File: config.mk
export PLATFORM = sky130hd
export DESIGN_NAME = bit_serial_adder_flat
export DESIGN_NICKNAME = d
export VERILOG_FILES = /design/src/rtl/bit_serial_adder_pkg.sv /design/src/rtl/bit_serial_adder_if.sv /design/src/rtl/bit_serial_adder_fa.sv /design/src/rtl/bit_serial_adder.sv /design/src/flat_wrapper.sv
export SDC_FILE = /design/constraint.sdc
export NUM_CORES = 1
export LEC_CHECK = 0
export CELL_PAD_IN_SITES_DETAIL_PLACEMENT = 0
export CELL_PAD_IN_SITES_GLOBAL_PLACEMENT = 1
export CORE_MARGIN = 2
export CORE_UTILIZATION = 35
export CTS_CLUSTER_DIAMETER = 40
export DETAILED_ROUTE_END_ITERATION = 8
export GPL_TIMING_DRIVEN = 0
export PLACE_DENSITY_LB_ADDON = 0.1
export REMOVE_ABC_BUFFERS = 1
export SKIP_LAST_GASP = 1
export SLEW_MARGIN = 20
export SYNTH_ARGS = -nofsm -noshare
export SYNTH_HDL_FRONTEND = slang
export SYNTH_SLANG_ARGS = --single-unit
File: constraint.sdc
create_clock -name clk -period 1.8 [get_ports clk]
set_clock_uncertainty 0.1 [all_clocks]
set_input_delay 0.18 -clock clk [delete_from_list [all_inputs] [get_ports clk]]
set_output_delay 0.18 -clock clk [all_outputs]
set_load 0.02 [all_outputs]
File: src/rtl/bit_serial_adder_pkg.sv
// rtl/bit_serial_adder_pkg.sv - shared FSM encodings, default width and add/sub opcodes
package bit_serial_adder_pkg;

    typedef enum logic [1:0] {
        ST_IDLE = 2'd0,
        ST_RUN  = 2'd1,
        ST_DONE = 2'd2
    } state_e;

    localparam int   DEFAULT_WIDTH = 8;
    localparam logic OP_ADD        = 1'b0;
    localparam logic OP_SUB        = 1'b1;

    function automatic logic is_sub(input logic op);
        return op == OP_SUB;
    endfunction

endpackage

File: src/rtl/bit_serial_adder_if.sv
// rtl/bit_serial_adder_if.sv - request/result bundle; zero flag present with BIT_SERIAL_ADDER_ZERO_FLAG_EN
interface bit_serial_adder_if
    import bit_serial_adder_pkg::*;
#(
    parameter int WIDTH = DEFAULT_WIDTH
);
    logic             start;
    logic             sub;
    logic [WIDTH-1:0] a;
    logic [WIDTH-1:0] b;
    logic             busy;
    logic             done;
    logic [WIDTH-1:0] sum;
    logic             cout;
    logic             overflow;
`ifdef BIT_SERIAL_ADDER_ZERO_FLAG_EN
    logic             zero;

    modport master (
        output start, sub, a, b,
        input  busy, done, sum, cout, overflow, zero
    );
    modport slave (
        input  start, sub, a, b,
        output busy, done, sum, cout, overflow, zero
    );
`else
    modport master (
        output start, sub, a, b,
        input  busy, done, sum, cout, overflow
    );
    modport slave (
        input  start, sub, a, b,
        output busy, done, sum, cout, overflow
    );
`endif
endinterface

File: src/rtl/bit_serial_adder_fa.sv
// rtl/bit_serial_adder_fa.sv - 1-bit full-adder cell
module bit_serial_adder_fa (
    input  logic x,
    input  logic y,
    input  logic cin,
    output logic z,
    output logic cout
);
    assign z    = x ^ y ^ cin;
    assign cout = (x & y) | (cin & (x ^ y));
endmodule

File: src/rtl/bit_serial_adder.sv
// rtl/bit_serial_adder.sv - WIDTH-bit serial add/subtract, one bit per cycle LSB first; zero flag with BIT_SERIAL_ADDER_ZERO_FLAG_EN
module bit_serial_adder
    import bit_serial_adder_pkg::*;
#(
    parameter int WIDTH = DEFAULT_WIDTH
) (
    input  logic              clk,
    input  logic              rst_n,
    bit_serial_adder_if.slave bus
);
    localparam int                CNT_W = $clog2(WIDTH);
    localparam logic [CNT_W-1:0]  LAST  = CNT_W'(WIDTH - 1);

    state_e             state_q, state_d;
    logic [CNT_W-1:0]   cnt_q, cnt_d;
    logic               carry_q, carry_d;
    logic [WIDTH-1:0]   opa_q, opa_d;
    logic [WIDTH-1:0]   opb_q, opb_d;
    logic [WIDTH-1:0]   res_q, res_d;
    logic [WIDTH-1:0]   sum_q, sum_d;
    logic               cout_q, cout_d;
    logic               ovf_q, ovf_d;
`ifdef BIT_SERIAL_ADDER_ZERO_FLAG_EN
    logic               zero_q, zero_d;
`endif

    logic fa_z;
    logic fa_cout;

    bit_serial_adder_fa u_fa (
        .x    (opa_q[0]),
        .y    (opb_q[0]),
        .cin  (carry_q),
        .z    (fa_z),
        .cout (fa_cout)
    );

    always_comb begin
        state_d = state_q;
        cnt_d   = cnt_q;
        carry_d = carry_q;
        opa_d   = opa_q;
        opb_d   = opb_q;
        res_d   = res_q;
        sum_d   = sum_q;
        cout_d  = cout_q;
        ovf_d   = ovf_q;
`ifdef BIT_SERIAL_ADDER_ZERO_FLAG_EN
        zero_d  = zero_q;
`endif
        case (state_q)
            ST_IDLE, ST_DONE: begin
                state_d = ST_IDLE;
                if (bus.start) begin
                    // Subtraction is a + ~b + 1: the +1 enters as the initial carry.
                    opa_d   = bus.a;
                    opb_d   = is_sub(bus.sub) ? ~bus.b : bus.b;
                    carry_d = is_sub(bus.sub);
                    cnt_d   = '0;
                    state_d = ST_RUN;
                end
            end
            ST_RUN: begin
                opa_d   = opa_q >> 1;
                opb_d   = opb_q >> 1;
                res_d   = {fa_z, res_q[WIDTH-1:1]};
                carry_d = fa_cout;
                cnt_d   = cnt_q + 1'b1;
                if (cnt_q == LAST) begin
                    // Results publish only here so sum holds the previous op during RUN.
                    cnt_d   = '0;
                    sum_d   = res_d;
                    cout_d  = fa_cout;
                    ovf_d   = carry_q ^ fa_cout;
`ifdef BIT_SERIAL_ADDER_ZERO_FLAG_EN
                    zero_d  = (res_d == '0);
`endif
                    state_d = ST_DONE;
                end
            end
            default: state_d = ST_IDLE;
        endcase
    end

    always_ff @(posedge clk or negedge rst_n) begin
        if (!rst_n) begin
            state_q <= ST_IDLE;
            cnt_q   <= '0;
            carry_q <= 1'b0;
            opa_q   <= '0;
            opb_q   <= '0;
            res_q   <= '0;
            sum_q   <= '0;
            cout_q  <= 1'b0;
            ovf_q   <= 1'b0;
`ifdef BIT_SERIAL_ADDER_ZERO_FLAG_EN
            zero_q  <= 1'b0;
`endif
        end else begin
            state_q <= state_d;
            cnt_q   <= cnt_d;
            carry_q <= carry_d;
            opa_q   <= opa_d;
            opb_q   <= opb_d;
            res_q   <= res_d;
            sum_q   <= sum_d;
            cout_q  <= cout_d;
            ovf_q   <= ovf_d;
`ifdef BIT_SERIAL_ADDER_ZERO_FLAG_EN
            zero_q  <= zero_d;
`endif
        end
    end

    assign bus.busy     = (state_q == ST_RUN);
    assign bus.done     = (state_q == ST_DONE);
    assign bus.sum      = sum_q;
    assign bus.cout     = cout_q;
    assign bus.overflow = ovf_q;
`ifdef BIT_SERIAL_ADDER_ZERO_FLAG_EN
    assign bus.zero     = zero_q;
`endif

endmodule

File: src/flat_wrapper.sv
// flat-port wrapper written by rule: the top's interface ports become plain ports
module bit_serial_adder_flat import bit_serial_adder_pkg::*;
#(
    parameter int WIDTH = DEFAULT_WIDTH
)
  (clk, rst_n, bus_start, bus_sub, bus_a, bus_b, bus_busy, bus_done, bus_sum, bus_cout, bus_overflow);
  bit_serial_adder_if #(.WIDTH(WIDTH)) bus_i ();
  input  logic clk;
  input  logic rst_n;
  input wire logic [$bits(bus_i.start)-1:0] bus_start;
  input wire logic [$bits(bus_i.sub)-1:0] bus_sub;
  input wire logic [$bits(bus_i.a)-1:0] bus_a;
  input wire logic [$bits(bus_i.b)-1:0] bus_b;
  output wire logic [$bits(bus_i.busy)-1:0] bus_busy;
  output wire logic [$bits(bus_i.done)-1:0] bus_done;
  output wire logic [$bits(bus_i.sum)-1:0] bus_sum;
  output wire logic [$bits(bus_i.cout)-1:0] bus_cout;
  output wire logic [$bits(bus_i.overflow)-1:0] bus_overflow;
  assign bus_i.start = bus_start;
  assign bus_i.sub = bus_sub;
  assign bus_i.a = bus_a;
  assign bus_i.b = bus_b;
  assign bus_busy = bus_i.busy;
  assign bus_done = bus_i.done;
  assign bus_sum = bus_i.sum;
  assign bus_cout = bus_i.cout;
  assign bus_overflow = bus_i.overflow;
  bit_serial_adder #(.WIDTH(WIDTH)) u_core (.clk(clk), .rst_n(rst_n), .bus(bus_i));
endmodule
## Yosys cells after proc, flatten, opt, wreduce, memory -nomap -nowiden

Cells that the tools add are included.

- $add $sub $neg: 1
- Eq/ne operators: 5
- Mux-type cells: 13
- Bitwise logic cells: 7
- Reduce and logical (&&, ||, !) cells: 5

Operator list:

| operator | count |
|---|---|
| $pmux W8 S2 | 2 |
| $mux W8 | 3 |
| $not A8 Y8 | 1 |
| $mux W3 | 2 |
| $pmux W3 S2 | 1 |
| $pmux W2 S2 | 1 |
| $reduce_and A2 Y1 | 2 |
| $add A3 B1 Y3 const B | 1 |
| $eq A3 B3 Y1 const B | 1 |
| $xor A1 B1 Y1 | 3 |
| $and A1 B1 Y1 | 2 |
| $eq A2 B1 Y1 const B | 1 |
| $eq A2 B2 Y1 const B | 1 |
| $logic_not A2 Y1 | 1 |
| $mux W1 | 2 |
| $mux W2 | 1 |
| $ne A2 B1 Y1 const B | 1 |
| $ne A2 B2 Y1 const B | 1 |
| $pmux W1 S2 | 1 |
| $reduce_bool A2 Y1 | 1 |
| $reduce_or A2 Y1 | 1 |
| $or A1 B1 Y1 | 1 |

- Register bits: 40
- Word-level logic and storage cells: 40

## Depth between registers and ports, before layout

- Depth after elaboration: 4
- Mapped depth: 6

## Cells and area by module

A second synthesis with hierarchy kept.

- Cells, all modules: 146
- Area, all modules: 1700.4 µm²

By module, submodules not included:

| module | times used | cells each | area each (µm²) |
|---|---|---|---|
| bit_serial_adder | 1 | 145 | 1680.4 |
| bit_serial_adder_fa | 1 | 1 | 20.0 |

## Worst setup path after synthesis

Ideal clock, no wire load.

- Path type: register to register
- Start point: register u_core.cnt_q[0]
- End point: register u_core.sum_q[0] (netlist: u_core.bus.sum[0])
- Arrival time: 1.426 ns
- Required time: 1.575 ns
- Path slack: 0.150 ns
- Stages on the path, launching flop included: 6
- Path buffers: 1
- Cell sequence: dfrtp_1 > ha_1 > ha_1 > nand3b_1 > buf_2 > mux2_2

- Cells in the longest elaborated chain, start to end: 2

RTL lines:

| element | line | RTL |
|---|---|---|
| from (decl) | bit_serial_adder.sv:15 | `logic [CNT_W-1:0] cnt_q, cnt_d;` |
| from (signal assigned) | bit_serial_adder.sv:101 | `cnt_q <= cnt_d;` |
| $eq A3 B3 Y1 | bit_serial_adder.sv:69 | `if (cnt_q == LAST) begin` |
| $reduce_and A2 Y1 (no line) | - |  |
| to (signal assigned) | bit_serial_adder.sv:106 | `sum_q <= sum_d;` |
| to (decl) | bit_serial_adder.sv:20 | `logic [WIDTH-1:0] sum_q, sum_d;` |

No other way between the ends.
A chain may end at the register's enable or synchronous reset.

## Worst setup path in the final report

Ends and elaborated chain as after synthesis.

==> flow_summary.yaml <==
synthesis:
  netlist_instances: 146
  synth.distinct_cells: 26
  synth_seq_cells: 39
  avgSynthCellArea_um2: 11.6
  synth_area_leader_cell: "dfrtp_1"
  yosysSeqAreaShare_pct: 57.4
  yosysWarnings: 0
  synth_area_um2: 1700
  netlist_top_cells_area: "dfrtp_1 (57%), nand2_1 (6.6%), mux2_2 (6.0%)"
  synth_ff_type: "dfrtp_1"
  yosys.area.top_type_share_pct: 57.4
  synthArstFlopShare_pct: 100
  synth-edff-count: 0
detailed_routing:
  vias_per_cell: 5.05
  wl_mm: 3.27
  route.detailed.drc: 0
  dr.pass1.iters: 4
  antenna_left: 0
  vias: 1191
  wl_per_cell_um: 13.9
  drtIter0Drc: 30
clocking:
  cts_made_buffers: 5
  cts.sinks: 39
  root_buffer: "clkbuf_8"
  clkTransAtPathRegs_ns: 0.08
  cts_tree: "built"
  clockBufferDepth: 2
  h-tree-depth: 2
  clk_latency_ns: 0.29
pwr:
  power_frac_comb_pct: 42.9
  power.share.switching_pct: 36.7
  intPower_w: 0.00232
  p_switching_w: 0.00134
  p_clk_share_pct: 15.5
  p_leak_nw: 1.01
  vdd_drop_max_uv: 498
  seq_power_share_pct: 41.6
  p_per_area_nw_per_um2: 1690
layout:
  nets: 204
  area_delta_synth_final_pct: 27.6
  drive_above_1_share_pct: 14.3
  final_cell_mix: "dfrtp_1 (39), nand2_1 (30), clkdlybuf4s50_1 (28), mux2_2 (9)"
  n_antenna_cell: 0
  final_common_cell: "dfrtp_1"
floorplanning:
  io_pins: 32
  dieArea_um2: 5430
  dieHeight_um: 73.7
  start_util_pct: 36.2
  die_x_um: 73.7
  rows: 25
  core_area_um2: 4690
global_route:
  grt-ovfl-total: 0
  grt_pass1_vias: 1216
  antenna_found_initial: 0
  track_usage_pct: 13.6
  grt_max_degree: 27
  grt_first_pass_wirelength_mm: 5.53
timing:
  max_freq_mhz: 599
  worst_pin_slew_ns: 0.642
  rsz0062_at_grt: "false"
  slew_headroom_pct: 57.2
  setup_viol: 0
  period_needed_ns: 1.67
  hold_ws_ns: 0.264
  hold_viol_final: 0
  maxSlewViolCount: 0
  fin_setup_tns_ns: 0
  period_share_pct: 92.7
critical_path:
  crit_buf_inv: 1
  slowest_stage: "dfrtp_1"
  crit_required_ns: 1.88
  critical-path-top-delay-family: "adder cells"
  reg2reg_to: "u_core.bus.sum[0]$_DFFE_PN0P_"
  r2r_cells: 5
  worstReg2RegStart: "u_core.cnt_q[0]$_DFFE_PN0P_"
  r2r_slack_ns: 0.13
  path_class: "reg2reg"
  crit_top_cell: "ha_1"
  crit_chain: "ha_1, ha_1, nand3b_1, buf_4, mux2_2"
  startpoint_type: "register"
  worstPathMaxFanout: 6
  cp-end-kind: "register"
  worstPathArrival_ns: 1.75
  critical_path.max_stage_delay_ns: 0.39
placement:
  numPortBuffers: 31
  place_congestion: 0.687
  dp_hpwl_mm: 2.16
hold_path:
  min_path_type: "in2async"
flow_run:
  max-cap-violations: 0
run_status:
  status: "complete, no violations"
==> logic make-up (layout without fill, tap and decap cells) <==
kind of cell    after synthesis  count (layout)  share of synthesized area [%]
simple gates                 52              52                           13.6
flops                        39              39                           57.4
compound gates               22              22                           10.7
buf+inv                      12              48                           5.00
xor+xnor                      9               9                           4.64
mux                           9               9                           5.96
fa+ha+maj                     3               3                           2.65
==> cell usage after synthesis (2+ instances only) <==
cell type   n
dfrtp_1    39
nand2_1    30
mux2_2      9
a22oi_1     8
nand3_1     8
xnor2_1     8
a221o_1     7
nor2_1      7
buf_2       5
a22o_1      4
buf_6       3
ha_1        2
nand2b_1    2
o21ai_0     2
==> flip-flops by register name, summed over array words and instances (netlist names) <==
signal,flops
u_core.state_q,2
u_core.cnt_q,3
u_core.bus.cout,1
u_core.bus.sum,8
u_core.res_q,7
u_core.bus.overflow,1
u_core.opa_q,8
u_core.carry_q,1
u_core.opb_q,8
==> cell type report <==
class                   instances  area, um^2
clock inverters                 1        5.00
flip-flops and latches         39         976
fillers                       459        2520
well taps                      54        67.6
clock buffers                   7        76.3
inverters                       2        20.0
multi-input cells              95         647
repair buffers                 38         378
==> metal layers <==
metal | global-route usage [%] | vias up | part of all wire (%)
met1 | 16.2 | 588 | 46
met2 | 22.4 | 27 | 48
met5 | 0 | - | 0
li1 | - | 571 | -
met3 | 4.94 | 5 | 5.1
met4 | 4.85 | 0 | 1.6
==> stage by stage <==
| stage | utilization [%] | power [W] | std cells | setup slack [ns] | area, um^2 |
|---|---|---|---|---|---|
| floorplan | - | 0.00250 | 136 | 0.125 | 1630 |
| global placement | 42.8 | 0.00301 | 221 | -0.473 | 2010 |
| detailed placement | 43.3 | 0.00308 | 222 | -0.466 | 2030 |
| CTS | 45.8 | 0.00367 | 234 | -0.0243 | 2150 |
| global route | 46.2 | 0.00396 | 236 | 0.0324 | 2170 |
| finish | 46.2 | 0.00367 | 236 | 0.131 | 2170 |
==> timing repair <==
item | CTS | global route
gates resized for setup | 4 | 1
buffers inserted | 3 | 2
hold buffers | 1 | 0
endpoints found under the setup margin | 25 | 1
pin swaps | 1 | 0
hold endpoints to repair | 17 | 0
==> power groups by stage <==
stage | Combinational [W] | Sequential (W) | Clock (W)
after floorplan | 0.000880 | 0.00162 | 0
after global placement | 0.00149 | 0.00152 | 0
after detailed placement | 0.00154 | 0.00154 | 0
after CTS | 0.00156 | 0.00153 | 0.000586
after global routing | 0.00175 | 0.00159 | 0.000622
final | 0.00157 | 0.00153 | 0.000569
==> worst max path at each step <==
stage                             startpoint                       endpoint  slack (ns)  cells after the start
2_1_floorplan    u_core.cnt_q[0]$_DFFE_PN0P_    u_core.bus.cout$_DFFE_PN0P_        0.12                      4
3_3_place_gp                           rst_n    u_core.opa_q[5]$_DFFE_PN0P_       -0.47                      1
3_5_place_dp   u_core.state_q[1]$_DFFE_PN0P_                       bus_busy       -0.47                      3
4_1_cts        u_core.state_q[1]$_DFFE_PN0P_                       bus_busy       -0.02                      3
5_1_grt          u_core.cnt_q[0]$_DFFE_PN0P_  u_core.bus.sum[4]$_DFFE_PN0P_        0.03                      5
6_report         u_core.cnt_q[0]$_DFFE_PN0P_  u_core.bus.sum[0]$_DFFE_PN0P_        0.13                      5
Power figures use the tool's default switching activity.
